===== src/rtl/ubc_pkg.sv =====
// rtl/ubc_pkg.sv - shared defaults, mode encoding and modulus-width helper for ubc_param
package ubc_pkg;

  localparam int DEFAULT_WIDTH  = 8;
  localparam int DEFAULT_STEP_W = 4;

  typedef enum logic {
    MODE_WRAP = 1'b0,
    MODE_SAT  = 1'b1
  } ubc_mode_e;

  // The modulus limit+1 needs one bit more than the count itself.
  function automatic int mod_width(input int width);
    return width + 1;
  endfunction

endpackage


===== src/rtl/ubc_step_unit.sv =====
// rtl/ubc_step_unit.sv - combinational next count and terminal-count for one enabled step
module ubc_step_unit
  import ubc_pkg::*;
#(
  parameter int WIDTH  = DEFAULT_WIDTH,
  parameter int STEP_W = DEFAULT_STEP_W
) (
  input  logic [WIDTH-1:0]  i_out,
  input  logic [WIDTH-1:0]  i_limit,
  input  logic [STEP_W-1:0] i_step,
  input  logic              i_is_up,
  input  ubc_mode_e         i_mode,
  output logic [WIDTH-1:0]  o_next,
  output logic              o_tc
);

  localparam int MW = mod_width(WIDTH);

  logic [MW-1:0] w_cur;
  logic [MW-1:0] w_lim;
  logic [MW-1:0] w_mod;
  logic [MW-1:0] w_step;
  logic [MW-1:0] w_s;
  logic [MW-1:0] w_sum;
  logic [MW-1:0] w_room;

  assign w_cur  = {1'b0, i_out};
  assign w_lim  = {1'b0, i_limit};
  assign w_mod  = w_lim + MW'(1);
  assign w_step = MW'(i_step);
  assign w_s    = (w_step > w_mod) ? w_mod : w_step;
  assign w_sum  = w_cur + w_s;
  // Wrap-down result is out + (M - s); M >= s keeps this inside MW bits.
  assign w_room = w_mod - w_s;

  always_comb begin
    o_next = i_out;
    o_tc   = 1'b0;
    if (w_s != '0) begin
      if (w_cur > w_lim) begin
        o_tc   = 1'b1;
        o_next = (i_mode == MODE_WRAP && i_is_up) ? '0 : i_limit;
      end else if (i_mode == MODE_SAT) begin
        if (i_is_up) begin
          if (w_sum >= w_lim) begin
            o_next = i_limit;
            o_tc   = 1'b1;
          end else begin
            o_next = WIDTH'(w_sum);
          end
        end else begin
          if (w_s >= w_cur) begin
            o_next = '0;
            o_tc   = 1'b1;
          end else begin
            o_next = WIDTH'(w_cur - w_s);
          end
        end
      end else begin
        if (i_is_up) begin
          if (w_sum > w_lim) begin
            o_next = WIDTH'(w_sum - w_mod);
            o_tc   = 1'b1;
          end else begin
            o_next = WIDTH'(w_sum);
          end
        end else begin
          if (w_s > w_cur) begin
            o_next = WIDTH'(w_cur + w_room);
            o_tc   = 1'b1;
          end else begin
            o_next = WIDTH'(w_cur - w_s);
          end
        end
      end
    end
  end

endmodule


===== src/rtl/ubc_param.sv =====
// rtl/ubc_param.sv - modulus/step up-down counter; UBC_SAT_EN adds the sat port and saturate mode
module ubc_param
  import ubc_pkg::*;
#(
  parameter int WIDTH  = DEFAULT_WIDTH,
  parameter int STEP_W = DEFAULT_STEP_W
) (
  input  logic              clk,
  input  logic              rst,
  input  logic              enable,
  input  logic              isUp,
  input  logic              load,
  input  logic [WIDTH-1:0]  in,
  input  logic [WIDTH-1:0]  limit,
  input  logic [STEP_W-1:0] step,
`ifdef UBC_SAT_EN
  input  logic              sat,
`endif
  output logic [WIDTH-1:0]  out,
  output logic              tc,
  output logic              zero,
  output logic              at_max
);

  logic [WIDTH-1:0] r_out;
  logic             r_tc;
  logic [WIDTH-1:0] w_next;
  logic             w_tc;
  logic [WIDTH-1:0] w_load_val;
  ubc_mode_e        w_mode;

`ifdef UBC_SAT_EN
  assign w_mode = sat ? MODE_SAT : MODE_WRAP;
`else
  assign w_mode = MODE_WRAP;
`endif

  assign w_load_val = (in > limit) ? limit : in;

  ubc_step_unit #(
    .WIDTH  (WIDTH),
    .STEP_W (STEP_W)
  ) u_step (
    .i_out   (r_out),
    .i_limit (limit),
    .i_step  (step),
    .i_is_up (isUp),
    .i_mode  (w_mode),
    .o_next  (w_next),
    .o_tc    (w_tc)
  );

  always_ff @(posedge clk) begin
    if (!rst) begin
      r_out <= '0;
      r_tc  <= 1'b0;
    end else if (load) begin
      r_out <= w_load_val;
      r_tc  <= 1'b0;
    end else if (enable) begin
      r_out <= w_next;
      r_tc  <= w_tc;
    end else begin
      r_tc  <= 1'b0;
    end
  end

  assign out    = r_out;
  assign tc     = r_tc;
  assign zero   = (r_out == '0);
  assign at_max = (r_out == limit);

endmodule

===== config.mk =====
export PLATFORM = sky130hd
export DESIGN_NAME = ubc_param
export DESIGN_NICKNAME = d
export VERILOG_FILES = /design/src/rtl/ubc_pkg.sv /design/src/rtl/ubc_step_unit.sv /design/src/rtl/ubc_param.sv
export SDC_FILE = /design/constraint.sdc
export NUM_CORES = 1
export LEC_CHECK = 0
export ABC_CLOCK_PERIOD_IN_PS = 6000
export CORE_ASPECT_RATIO = 2
export CORE_MARGIN = 2
export CORE_UTILIZATION = 53
export DETAILED_ROUTE_END_ITERATION = 8
export GPL_TIMING_DRIVEN = 1
export PLACE_DENSITY = 0.79
export SETUP_SLACK_MARGIN = 0.4
export SYNTH_ARGS = -nofsm -noshare
export SYNTH_HDL_FRONTEND = slang
export SYNTH_SLANG_ARGS = --single-unit

===== constraint.sdc =====
create_clock -name clk -period 6 [get_ports clk]
set_input_delay 1.2 -clock clk [delete_from_list [all_inputs] [get_ports clk]]
set_output_delay 1.2 -clock clk [all_outputs]
set_load 0.02 [all_outputs]

# After elaboration in Yosys (flattened, before gate mapping)
# Index checks and enable logic that the tools add are counted.
# Widths: inputs -> output; s select.
# totals
elab_cells,37
reg_bits,9
output_inout_bits,11
# classes
magnitude_cmp,5
muxes,14
bitwise,3
n_eq_ne,1
add_sub_neg,6
reduce_logical,6
# op_table
cell,count
$mux 8,9
$sub 8x8->8,3
$gt 9x8->1,2
$gt 8x8->1,2
$add 8x1->9 const B,1
$add 8x9->9,1
$gt 4x9->1,1
$mux 9,1
$reduce_bool 9->1,1
$add 8x8->8,1
$eq 8x8->1,1
$logic_not 8->1,1
$mux 1,4
$reduce_bool 2->1,2
$reduce_or 4->1,1
$not 1->1,3
$reduce_and 2->1,1

# Depth between registers and ports, before layout
# logic_depth
depth_word,11
mapped_depth,25
ltp_nobuf,25

# Cells and area by module
# From an unflattened synthesis, not the netlist that was laid out.
# unflattened
cells_unflattened,507
area_unflattened_um2,3962.6
# modules_own_cells
module,cells_each,instances,area_each_um2
ubc_step_unit,410,1,3124.2
ubc_param,97,1,838.3

# Least setup slack after synthesis
# No wires, ideal clock.
# synth_timing
path_type,input to register
startpoint,input limit[0]
endpoint,register r_out[7] (netlist: out[7])
t_required_ps,5926
setup_slack_ps,-245
arrival_ps,6171
n_path_buf,0
stages,23
path_cell_list,ha_1 -> inv_1 -> ha_1 -> nor2b_1 -> o211ai_1 -> a31oi_1 -> o211ai_1 -> mux2i_1 -> ha_1 -> inv_1 -> fa_1 -> or2_4 -> a2111oi_0 -> a211oi_2 -> ha_1 -> nand4b_1 -> nor2_1 -> a211oi_1 -> o22ai_1 -> and2_4 -> or4_1 -> a21o_1 -> a31oi_1
# synth_between
elab_chain_len,11
word_cells_on_any_way,23
classes_between,6 x add/sub; 5 x order compare; 9 x mux; 3 x reduce/logical
# synth_rtl
element,line,text
"start, declared",ubc_param.sv:14,"input logic [WIDTH-1:0] limit,"
$add 8x1->9,ubc_step_unit.sv:29,assign w_mod = w_lim + MW'(1);
$gt 4x9->1,ubc_step_unit.sv:31,assign w_s = (w_step > w_mod) ? w_mod : w_step;
$mux 9,ubc_step_unit.sv:31,
$add 8x9->9 / $sub 8x8->8 (equally long branches),"ubc_step_unit.sv:32, ubc_step_unit.sv:34",
"$sub 8x8->8, or another cell as far along",ubc_step_unit.sv:62,o_next = WIDTH'(w_sum - w_mod);
"$mux 8, on equally long branches","ubc_step_unit.sv:61, ubc_step_unit.sv:68",
$mux 8,ubc_step_unit.sv:60,if (i_is_up) begin
$mux 8,ubc_step_unit.sv:40,if (w_cur > w_lim) begin
$mux 8,ubc_step_unit.sv:39,if (w_s != '0) begin
$mux 8,ubc_param.sv:60,end else if (enable) begin
$mux 8,ubc_param.sv:57,end else if (load) begin
"end signal, assigned",ubc_param.sv:58,r_out <= w_load_val;
"end signal, assigned",ubc_param.sv:61,r_out <= w_next;
"end, declared",ubc_param.sv:25,logic [WIDTH-1:0] r_out;
# Several ways; a longest one is shown, not always the timed one. The select of a mux whose other input is x is not followed.
# A chain may end at the register's enable or synchronous reset.

# Worst setup path after layout
# Ends and elaborated chain as after synthesis.

==> impl_metrics.csv <==
group,metric,value,unit
synthesis,syn_avg_cell_area,7.72,sq um
min_path,min_path_type,"register to register",
cts,cts_root_buf,"clkbuf_16",
floorplanning,die_w,59.8,um
synthesis,synthFlopType,"dfxtp_1",
cells_and_area,synthToLayoutAreaGrowth,38.6,%
cells_and_area,final_common_cell,"buf_4",
synthesis,synth_fa_ha_area_share,30.7,%
critical_path,cp_max_fo,4,
cells_and_area,final_util,76.0,%
sta,skew,0.000689,ns
sta,setup_viol,0,
sta,post-route-period-util,99.9,%
global_route,grt_pass1_wl,19400,um
detailed_routing,wl,12600,um
global_route,grt_pass1_vias,4063,
detailed_routing,routed_via_density,6.34,
detailed_routing,drt_first_pass_iters,6,
critical_path,critPathRequiredTime,6.17,ns
synthesis,synthXorXnorAreaFrac,7.67,%
critical_path,crit_type,"input pin to register",
sta,rsz0062_at_grt,"true",
critical_path,critPathCaptureType,"register",
cts,numCtsBuffers,3,
cells_and_area,fill_cells,465,
sta,final_max_slew_viol_count,0,
floorplanning,placementRows,40,
detailed_routing,ant_nets,0,
placed_design,dp_slack,-0.698,ns
synthesis,synthMuxAreaShare,4.67,%
cells_and_area,n_antenna_cell,0,
cts,cts_max_path_buffers,2,
global_route,grt_usage,37.2,%
synthesis,synthDistinctLibCells,68,
cts,cts_tree,"built",
cells_and_area,nets,650,
synthesis,syn_area,3290,sq um
synthesis,synth-compound-area-share,25.6,%
detailed_routing,wl_per_cell,20.5,um
sta,relSlewSlack,63.3,%
sta,worstMarginPinSlew,0.549,ns
power,p_leak,2.12,nW
critical_path,reg2reg_depth,18,
cts,cts_hold_buf,0,
cts,clkLatencyLatePin,0.24,ns
floorplanning,start_util,54.9,%
placed_design,place.port_buffers,35,
placed_design,place_hpwl,9910,um
synthesis,ys_seq_area_share,5.47,%
cts,htree_levels,1,
cells_and_area,drive_gt1_share,23.3,%
floorplanning,dieArea,6900,sq um
run_status,status,"completed",
sta,finalHoldViolations,0,
detailed_routing,via_count,3888,
global_route,grt_max_degree,15,
floorplanning,ios,36,
cts,path_clk_slew,0.04,ns
cts,cts.sinks,9,
synthesis,synth_edf_count,0,
critical_path,r2r-end,"out[7]",
synthesis,ys_warn_count,0,
sta,fmax,167,MHz
min_path,whs_endpoint,"out[7]",
power,ir_drop,0.000199,V
floorplanning,core_area,6010,sq um
critical_path,worstPathArrival,6.16,ns
floorplanning,die_y,115,um
min_path,holdPathStages,2,
min_path,hp-start,"out[7]",
critical_path,r2r-start,"out[1]",
critical_path,r2r_slack,2.06,ns
sta,setup_slack,0.00573,ns
placed_design,gp_congestion,1.01,
global_route,antenna_found_initial,0,
detailed_routing,drc,0,
detailed_routing,drt_iter0_markers,397,
cells_and_area,multi_input_area,3100,sq um
synthesis,synth_seq_cells,9,
global_route,grt_overflow_total,0,
synthesis,synth-simple-area-share,18.5,%
synthesis,syn-instance-count,427,
critical_path,worst_setup_path_start_kind,"input pin",
job,cap_violations,0,
cells_and_area,ff_latch_area,180,sq um
synthesis,synth_async_sr_flop_share,0,%
synthesis,synth_top_family_by_area,"adder cells",
sta,layout_min_cycle_time,5.99,ns
cells_and_area,final_cell_mix,"buf_4, ha_1, inv_1, clkdlybuf4s50_1",
power,p_per_area,284,nW/um^2
power by group:
part / internal, mW / switching, mW
clock: 0.0895 / 0.0361
combinational: 0.528 / 0.549
sequential: 0.0698 / 0.0237
per-layer routing:
layer	up-vias	wire (um)	GRT usage, %
li1	1781	-	-
met1	1822	4280	37.7
met2	205	6490	65.6
met3	80	830	6.81
met4	0	981	25.6
met5	-	0	0
registers in the layout, indices dropped and copies added (netlist names):
name,count
out,8
tc,1
cells in the mapped netlist (all sizes together), types with 5 or more instances:
library cell	count	area [sq um]
a31oi	6	37.5
nand3	5	25.0
nor2	31	116
inv	50	188
nand2b	9	56.3
a21o	7	53.8
xnor2	22	200
fa	10	200
a211oi	6	55.1
o21ai	25	125
o211ai	10	75.1
xor2	6	52.6
buf	5	32.5
nor2b	6	40.0
and3	7	45.1
a21oi	34	170
ha	64	801
nand4	16	100
mux2i	12	120
nor3	6	30.0
dfxtp	9	180
nand2	13	48.8
repair_timing:
item	CTS	global route
pin swaps	25	12
buffers inserted	10	4
endpoints found under the setup margin	9	9
gates resized for setup	26	5
how the worst max path moves through the flow:
stage,startpoint,to,slack [ns],cells after the start
after floorplan,limit[0],out[7],-0.002,23
after global placement,limit[0],out[2],-0.58,25
after detailed placement,limit[0],out[2],-0.70,25
after CTS,limit[2],out[2],0.20,24
after global routing,limit[0],out[7],-0.23,25
final,limit[0],out[7],0.006,25
cell families after synthesis:
family | count (synthesis)
other cells | 2
buf+inv | 59
mux | 15
compound gates | 126
simple gates | 113
flops | 9
fa+ha+maj | 75
xor+xnor | 28
critical path, stage by stage:
cell and delay (ns):
buf_8 0.11, ha_4 0.28, inv_4 0.04, ha_4 0.20, nor2b_4 0.13, o211ai_1 0.25, a31oi_1 0.12, o211ai_1 0.31
mux2i_2 0.31, ha_2 0.23, inv_2 0.04, fa_2 0.35, or2_4 0.26, a211o_1 0.29, a211oi_2 0.29, ha_1 0.30
nand4b_1 0.11, nor2_1 0.05, a211oi_2 0.17, o22ai_2 0.13, and2_4 0.16, buf_4 0.13, or4_4 0.40, a21o_1 0.16
a31oi_1 0.12
through the flow:
stage,power (mW),TNS [ns],instance area (sq um),cells,hold slack (ns)
5_1_grt,1.38,-1.02,4570,613,0.689
4_1_cts,1.24,0,4510,609,0.629
3_5_place_dp,1.06,-5.12,4280,595,0.623
3_3_place_gp,1.04,-3.98,4280,595,0.629
6_report,1.30,0,4570,613,0.648
2_1_floorplan,0.711,-0.00191,3420,442,0.632
layout make-up:
class	instances	area share, %
Tap cell	63	1.73
Multi-Input combinational cell	374	67.8
Inverter	51	4.25
Clock buffer	4	1.73
Timing Repair Buffer	112	20.5
Sequential cell	9	3.95
No activity file was read; power rests on OpenSTA's default activity.
